<file path="config.mk">
export PLATFORM = sky130hd
export DESIGN_NAME = proc_ctrl
export DESIGN_NICKNAME = d
export VERILOG_FILES = /design/src/rtl/proc_ctrl.sv
export SDC_FILE = /design/constraint.sdc
export NUM_CORES = 1
export LEC_CHECK = 0
export CAP_MARGIN = 30
export CORE_UTILIZATION = 37
export DETAILED_ROUTE_END_ITERATION = 10
export PLACE_DENSITY = 0.92
export RECOVER_POWER = 25
export REMOVE_ABC_BUFFERS = 1
export SYNTH_ARGS = -nofsm -noshare
export SYNTH_HDL_FRONTEND = slang
export SYNTH_SLANG_ARGS = --single-unit
</file>
<file path="constraint.sdc">
create_clock -name iClk -period 3.6 [get_ports iClk]
set_input_delay 0.54 -clock iClk [delete_from_list [all_inputs] [get_ports iClk]]
set_output_delay 0.54 -clock iClk [all_outputs]
set_load 0.01 [all_outputs]
</file>
<file path="src/rtl/proc_ctrl.sv">
// proc_ctrl: multi-cycle fetch/decode/execute/memory/write-back control FSM.
// Outputs are decoded from state; only the EX branch PC enable also follows iALUZero.
module proc_ctrl (
  input  logic        iClk,
  input  logic        nRst,
  input  logic [31:0] iIR,
  input  logic        iALUZero,
  input  logic        iMemReady,
  output logic        oIR_en,
  output logic        oMDR_en,
  output logic        oMAR_en,
  output logic        oPC_en,
  output logic        oRF_Write,
  output logic        oMAR_Select,
  output logic        oALUsrcB_Select,
  output logic [1:0]  oPC_Select,
  output logic [1:0]  oRFC_Select,
  output logic [5:0]  oALU_op,
  output logic        oMemRead,
  output logic        oMemWrite,
  output logic        oHalt,
  output logic        oIllegal
);

  localparam logic [5:0] OP_RTYPE = 6'h00;
  localparam logic [5:0] OP_ADDI  = 6'h08;
  localparam logic [5:0] OP_ANDI  = 6'h0C;
  localparam logic [5:0] OP_ORI   = 6'h0D;
  localparam logic [5:0] OP_LW    = 6'h23;
  localparam logic [5:0] OP_SW    = 6'h2B;
  localparam logic [5:0] OP_BEQ   = 6'h04;
  localparam logic [5:0] OP_BNE   = 6'h05;
  localparam logic [5:0] OP_J     = 6'h02;
  localparam logic [5:0] OP_HALT  = 6'h3F;

  localparam logic [5:0] ALU_ADD = 6'h20;
  localparam logic [5:0] ALU_SUB = 6'h22;
  localparam logic [5:0] ALU_AND = 6'h24;
  localparam logic [5:0] ALU_OR  = 6'h25;

  typedef enum logic [3:0] {
    S_RST, S_FA, S_F, S_D, S_EX, S_MA, S_MR, S_MW, S_WA, S_WM, S_HLT
  } state_t;

  state_t     state_q, state_d;
  logic [5:0] alu_q, alu_d;
  logic       ill_q, ill_d;
  logic [5:0] opcode_s;
  logic [5:0] funct_s;
  logic       unused_s;

  assign opcode_s = iIR[31:26];
  assign funct_s  = iIR[5:0];
  assign unused_s = ^iIR[25:6];

  function automatic logic is_legal(input logic [5:0] op);
    case (op)
      OP_RTYPE, OP_ADDI, OP_ANDI, OP_ORI, OP_LW, OP_SW,
      OP_BEQ, OP_BNE, OP_J, OP_HALT: is_legal = 1'b1;
      default:                       is_legal = 1'b0;
    endcase
  endfunction

  function automatic logic [5:0] alu_code(input logic [5:0] op, input logic [5:0] funct);
    case (op)
      OP_RTYPE:                alu_code = funct;
      OP_ANDI:                 alu_code = ALU_AND;
      OP_ORI:                  alu_code = ALU_OR;
      OP_BEQ, OP_BNE:          alu_code = ALU_SUB;
      default:                 alu_code = ALU_ADD;
    endcase
  endfunction

  function automatic logic uses_imm(input logic [5:0] op);
    case (op)
      OP_ADDI, OP_ANDI, OP_ORI, OP_LW, OP_SW: uses_imm = 1'b1;
      default:                                uses_imm = 1'b0;
    endcase
  endfunction

  // State, held ALU code and sticky illegal flag
  always_ff @(posedge iClk or negedge nRst) begin
    if (!nRst) begin
      state_q <= S_RST;
      alu_q   <= 6'h00;
      ill_q   <= 1'b0;
    end else begin
      state_q <= state_d;
      alu_q   <= alu_d;
      ill_q   <= ill_d;
    end
  end

  // Next-state logic; the ALU code is captured on the way into EX so it holds afterwards
  always_comb begin
    state_d = state_q;
    alu_d   = alu_q;
    ill_d   = ill_q;
    case (state_q)
      S_RST: state_d = S_FA;
      S_FA:  state_d = S_F;
      S_F: begin
        if (iMemReady) state_d = S_D;
        else           state_d = S_F;
      end
      S_D: begin
        if (opcode_s == OP_HALT) begin
          state_d = S_HLT;
        end else if (!is_legal(opcode_s)) begin
          state_d = S_HLT;
          ill_d   = 1'b1;
        end else begin
          state_d = S_EX;
          alu_d   = alu_code(opcode_s, funct_s);
        end
      end
      S_EX: begin
        case (opcode_s)
          OP_RTYPE, OP_ADDI, OP_ANDI, OP_ORI: state_d = S_WA;
          OP_LW, OP_SW:                       state_d = S_MA;
          default:                            state_d = S_FA;
        endcase
      end
      S_MA: begin
        if (opcode_s == OP_LW) state_d = S_MR;
        else                   state_d = S_MW;
      end
      S_MR: begin
        if (iMemReady) state_d = S_WM;
        else           state_d = S_MR;
      end
      S_MW: begin
        if (iMemReady) state_d = S_FA;
        else           state_d = S_MW;
      end
      S_WA, S_WM: state_d = S_FA;
      S_HLT:      state_d = S_HLT;
      default:    state_d = S_RST;
    endcase
  end

  // Datapath controls decoded from state
  always_comb begin
    oIR_en          = 1'b0;
    oMDR_en         = 1'b0;
    oMAR_en         = 1'b0;
    oPC_en          = 1'b0;
    oRF_Write       = 1'b0;
    oMAR_Select     = 1'b0;
    oALUsrcB_Select = 1'b0;
    oPC_Select      = 2'b00;
    oRFC_Select     = 2'b00;
    oALU_op         = alu_q;
    oMemRead        = 1'b0;
    oMemWrite       = 1'b0;
    oHalt           = 1'b0;
    oIllegal        = ill_q;
    case (state_q)
      S_FA: oMAR_en = 1'b1;
      S_F: begin
        oMemRead = 1'b1;
        if (iMemReady) begin
          oIR_en = 1'b1;
          oPC_en = 1'b1;
        end else begin
          oIR_en = 1'b0;
          oPC_en = 1'b0;
        end
      end
      S_EX: begin
        oALUsrcB_Select = uses_imm(opcode_s);
        case (opcode_s)
          OP_BEQ: begin
            oPC_en     = iALUZero;
            oPC_Select = 2'b01;
          end
          OP_BNE: begin
            oPC_en     = !iALUZero;
            oPC_Select = 2'b01;
          end
          OP_J: begin
            oPC_en     = 1'b1;
            oPC_Select = 2'b10;
          end
          default: oPC_Select = 2'b00;
        endcase
      end
      S_MA: begin
        oMAR_Select = 1'b1;
        oMAR_en     = 1'b1;
      end
      S_MR: begin
        oMemRead = 1'b1;
        if (iMemReady) oMDR_en = 1'b1;
        else           oMDR_en = 1'b0;
      end
      S_MW: oMemWrite = 1'b1;
      S_WA: oRF_Write = 1'b1;
      S_WM: begin
        oRF_Write   = 1'b1;
        oRFC_Select = 2'b01;
      end
      S_HLT:   oHalt = 1'b1;
      default: oHalt = 1'b0;
    endcase
  end

endmodule
</file>
* Word level (Yosys, flattened, before mapping)
Cells that the tools add are included.
** Word-level totals
- Bits in registers :: 11
- Bits of input ports :: 36
** Operators by class
- Reduce and logical (&&, ||, !) cells :: 14
- Bitwise logic cells :: 2
- Muxes and demuxes :: 28
- Eq/ne operators :: 19
** Operator list (count)
- 4-bit one-hot mux with 9 select lines :: 1
- 6-bit one-hot mux with 4 select lines :: 1
- 6-bit by 4-bit equality test with 1-bit output (second input constant) :: 3
- 6-bit equality test (second input constant) :: 3
- 1-bit two-way mux :: 17
- 4-bit by 3-bit equality test with 1-bit output (second input constant) :: 4
- 4-bit equality test (second input constant) :: 3
- 6-bit by 3-bit equality test with 1-bit output (second input constant) :: 2
- 4-bit two-way mux :: 3
- 10-bit OR reduction :: 1
- 2-bit OR reduction :: 5
- 4-bit by 2-bit equality test with 1-bit output (second input constant) :: 2
- 4-bit one-hot mux with 2 select lines :: 1
- 6-bit by 2-bit equality test with 1-bit output (second input constant) :: 1
- 6-bit zero test :: 1
- 3-bit AND reduction :: 2
- 5-bit OR reduction :: 1
- 4-bit by 1-bit equality test with 1-bit output (second input constant) :: 1
- 4-bit zero test :: 1
- 2-bit one-hot mux with 2 select lines :: 1
- 4-bit OR reduction :: 1
- 3-bit two-way mux :: 1
- 1-bit one-hot mux with 3 select lines :: 1
- 3-bit OR reduction :: 1
- other kinds (4) :: 5

* Depth between registers and ports, before layout
- Depth in word-level cells :: 8
- Depth in mapped cells :: 6
- Gate-level depth less buffers :: 4

* Worst setup path before layout
OpenSTA, ideal clock, no wires.
- Kind :: in2out
- From :: in iIR[27]
- To :: out oPC_en
- Path buffers :: 0
- Slack :: 1543 ps
- Cell stages on the path :: 4
- Data required time :: 3060 ps
- Data arrival time :: 1517 ps
- Path through :: nor3_1 -> nand2_1 -> o31ai_1 -> a21o_1
** Between the ends
- Longest elaborated chain between the ends :: 3
** Ends and longest elaborated chain
- start: declaration :: line 6 : input logic [31:0] iIR,
- 6-bit by 2-bit equality test with 1-bit output / 6-bit by 3-bit equality test with 1-bit output (equally long branches) :: line 172 : case (opcode_s)
- 1-bit one-hot mux with 3 select lines * :: line 172
- 1-bit one-hot mux with 2 select lines * :: line 158 : case (state_q)
- end: declaration :: line 12 : output logic oPC_en,
Every way passes the cells marked *; elsewhere a longest branch is shown, timed or not.

* Worst setup path in the final report
- From :: in iIR[26]
- To :: out oPC_en
Same word-level chain as after synthesis.

==> impl_metrics.py <==
metrics = {
    "status": {
        "status": "finished clean",
    },
    "synth": {
        "syn_inst": 102,
        "yosysUniqueCellTypes": 32,
        "ys_seq_area_share_pct": 33.3,
        "synth_edf_count": 0,
        "yosys_most_used_dff": "dfrtp_1",
        "synth_top_cells_by_count": "nor2_1, dfrtp_1, nand2_1",
        "synth.cell_area_um2": 826,
        "synth_area_leaders": "dfrtp_1, nor2_1, mux2_4",
        "yosysMostFrequentCell": "nor2_1",
        "synthArstFlopShare_pct": 100,
        "synth_top_area_share_pct": 33.3,
        "ys_ff_latch": 11,
        "synth_top_cell_by_area": "dfrtp_1",
        "yosys_warnings": 0,
        "synth_area_per_cell_um2": 8.10,
    },
    "cells_and_area": {
        "fin_nets": 173,
        "multi_input_area_um2": 493,
        "drive_above_1_share_pct": 5.88,
        "fin_area_um2": 1200,
        "register_area_um2": 275,
        "fillCellCount": 170,
        "final_cells": 163,
        "postLayoutCoreUtil_pct": 59.4,
        "antenna_cells": 0,
        "area_growth_pct": 45.5,
    },
    "worst_setup_path": {
        "critPathMaxFanout": 8,
        "path_delay_family": "buffers and inverters",
        "arrival_ps": 2520,
        "path_class": "input pin to output port",
        "cp_num_buf_inv": 2,
        "cpPeakStageDelay_ps": 560,
        "worst_path_max_delay_cell": "clkdlybuf4s50_1",
        "cp-end-kind": "output port",
        "startpoint": "iIR[26]",
        "timing.critical_path.mode_cell": "clkdlybuf4s50_1",
        "r2r_setup_slack_ps": 1740,
        "crit_path_start_kind": "input pin",
        "reg2reg_depth": 4,
        "cp.required_ps": 3060,
        "rr_endpoint": "oALU_op[0]",
        "crit_chain": "clkdlybuf4s50_1 -> nor3_1 -> nand3_1 -> o31ai_1 -> a21o_1 -> clkdlybuf4s50_1",
        "r2r_start": "state_q[1]",
    },
    "clock_tree": {
        "cts-resized-gates": 0,
        "cts_sinks": 11,
        "clock_path_buffers": 2,
        "cts_tree": "built",
        "post_cts_buffers": 0,
        "cts_hold_buffers": 0,
        "clk_root_buffer_cell": "clkbuf_4",
        "htreeDepth": 1,
        "clock_latency_ps": 270,
        "cts_buffers": 3,
        "clkTransAtPathRegs_ps": 70,
    },
    "floorplan": {
        "start_util_pct": 40.8,
        "die_h_um": 49.2,
        "die-width_um": 49.2,
        "pin_count": 57,
        "dieArea_um2": 2420,
        "core_area_um2": 2020,
        "num_rows": 16,
    },
    "grt": {
        "grt_antenna_before_repair": 0,
        "grt_pass1_vias": 784,
        "track_usage_pct": 17.8,
        "grt_overflow": 0,
        "grt_max_degree": 12,
        "grt_pass1_wl_mm": 3.34,
    },
    "pwr": {
        "p_total_uw": 611,
        "clockPowerShare_pct": 13.5,
        "power_switching_uw": 227,
        "ir_drop_mv": 0.318,
        "seq_power_share_pct": 35.3,
        "intPower_uw": 384,
        "p_per_area_nw_per_um2": 509,
        "p_sw_share_pct": 37.2,
        "power.leakage_nw": 0.501,
        "p_comb_share_pct": 51.2,
    },
    "detailed_routing": {
        "drtAntennaViolNets": 0,
        "avgViaCountPerCell": 5.25,
        "via_count": 856,
        "remaining_drc_errors": 0,
        "drtIter0Drc": 23,
        "drt-total-wl_mm": 2.09,
        "routedWlPerCell_um": 12.8,
        "drtPass1Iterations": 4,
    },
    "placed_design": {
        "gp_congestion": 0.858,
        "hpwl_mm": 1.68,
        "io_buffers": 35,
        "dp.cells": 159,
        "placed_cell_area_um2": 1170,
        "dpl_worst_slack_ps": 556,
    },
    "timing": {
        "rsz0062_at_grt": "false",
        "timing.fmax_mhz": 327,
        "fin_crit_sh_pct": 85.0,
        "finalSetupViolations": 0,
        "layout_min_cycle_time_ps": 3060,
        "fin_ws_ps": 540,
        "fin_worst_skew_ps": 1.67,
        "fin_tns_setup_ps": 0,
        "hold-worst-slack_ps": 462,
        "drv_slew": 0,
        "hold_viol_final": 0,
    },
    "min_path": {
        "worstHoldStart": "oIllegal",
        "hold_path_class": "register to register",
        "min_to": "oIllegal",
        "hold_depth": 1,
    },
    "flow_run": {
        "maxCapViolCount": 0,
    },
}
-- power by group through the flow --
stage | Clock [mW] | Combinational (mW) | Sequential (mW)
2_1_floorplan | 0 | 0.149 | 0.219
3_3_place_gp | 0 | 0.304 | 0.215
3_5_place_dp | 0 | 0.312 | 0.217
4_1_cts | 0.0848 | 0.314 | 0.215
5_1_grt | 0.0938 | 0.338 | 0.225
6_report | 0.0825 | 0.313 | 0.216
-- how the worst max path moves through the flow --
stage	to	slack, ps	cells after the start
finish	oPC_en	540	6
global route	oPC_en	370	6
CTS	oPC_en	550	7
detailed placement	oPC_en	560	7
global placement	oPC_en	630	6
floorplan	oPC_en	1540	4
-- kinds of logic (layout without fill, tap and decap cells) --
| kind of cell | Yosys count | in the layout | synth area share [%] |
|---|---|---|---|
| compound gates | 19 | 19 | 16.2 |
| xor+xnor | 1 | 1 | 1.06 |
| buf+inv | 10 | 44 | 6.97 |
| flops | 11 | 11 | 33.3 |
| mux | 6 | 6 | 9.09 |
| other cells | 1 | 1 | 0.454 |
| simple gates | 54 | 54 | 32.9 |
-- registers in the layout, summed over array words and instances (netlist names) --
name      cells
oALU_op       6
oIllegal      1
state_q       4
-- cell type report --
cell class	instances	share of cell area [%]
inverter	4	1.25
multi-input combinational	81	41.0
timing repair buffer	36	29.8
sequential	11	22.9
clock buffer	4	2.19
tap	27	2.81
-- layer usage --
metal	up-vias	global-route usage, %	part of all wire, %
met5	-	0	0
met4	0	5.88	1.6
met3	4	4.67	4.8
met2	27	31.5	51
met1	398	20.4	42
li1	427	-	-
-- cells in the final DEF, fill, tap and decap left out, drive strengths merged, types with 4 or more instances in the layout --
cell type      synthesis  routed
nand2b                 7       7
inv                    4       4
dfrtp                 11      11
nand2                 10      10
nor2                  17      17
nand3                  5       5
clkdlybuf4s50          0      34
nor3                   4       4
clkbuf                 2       4
Note: power is estimated with default switching activity, not from simulation.
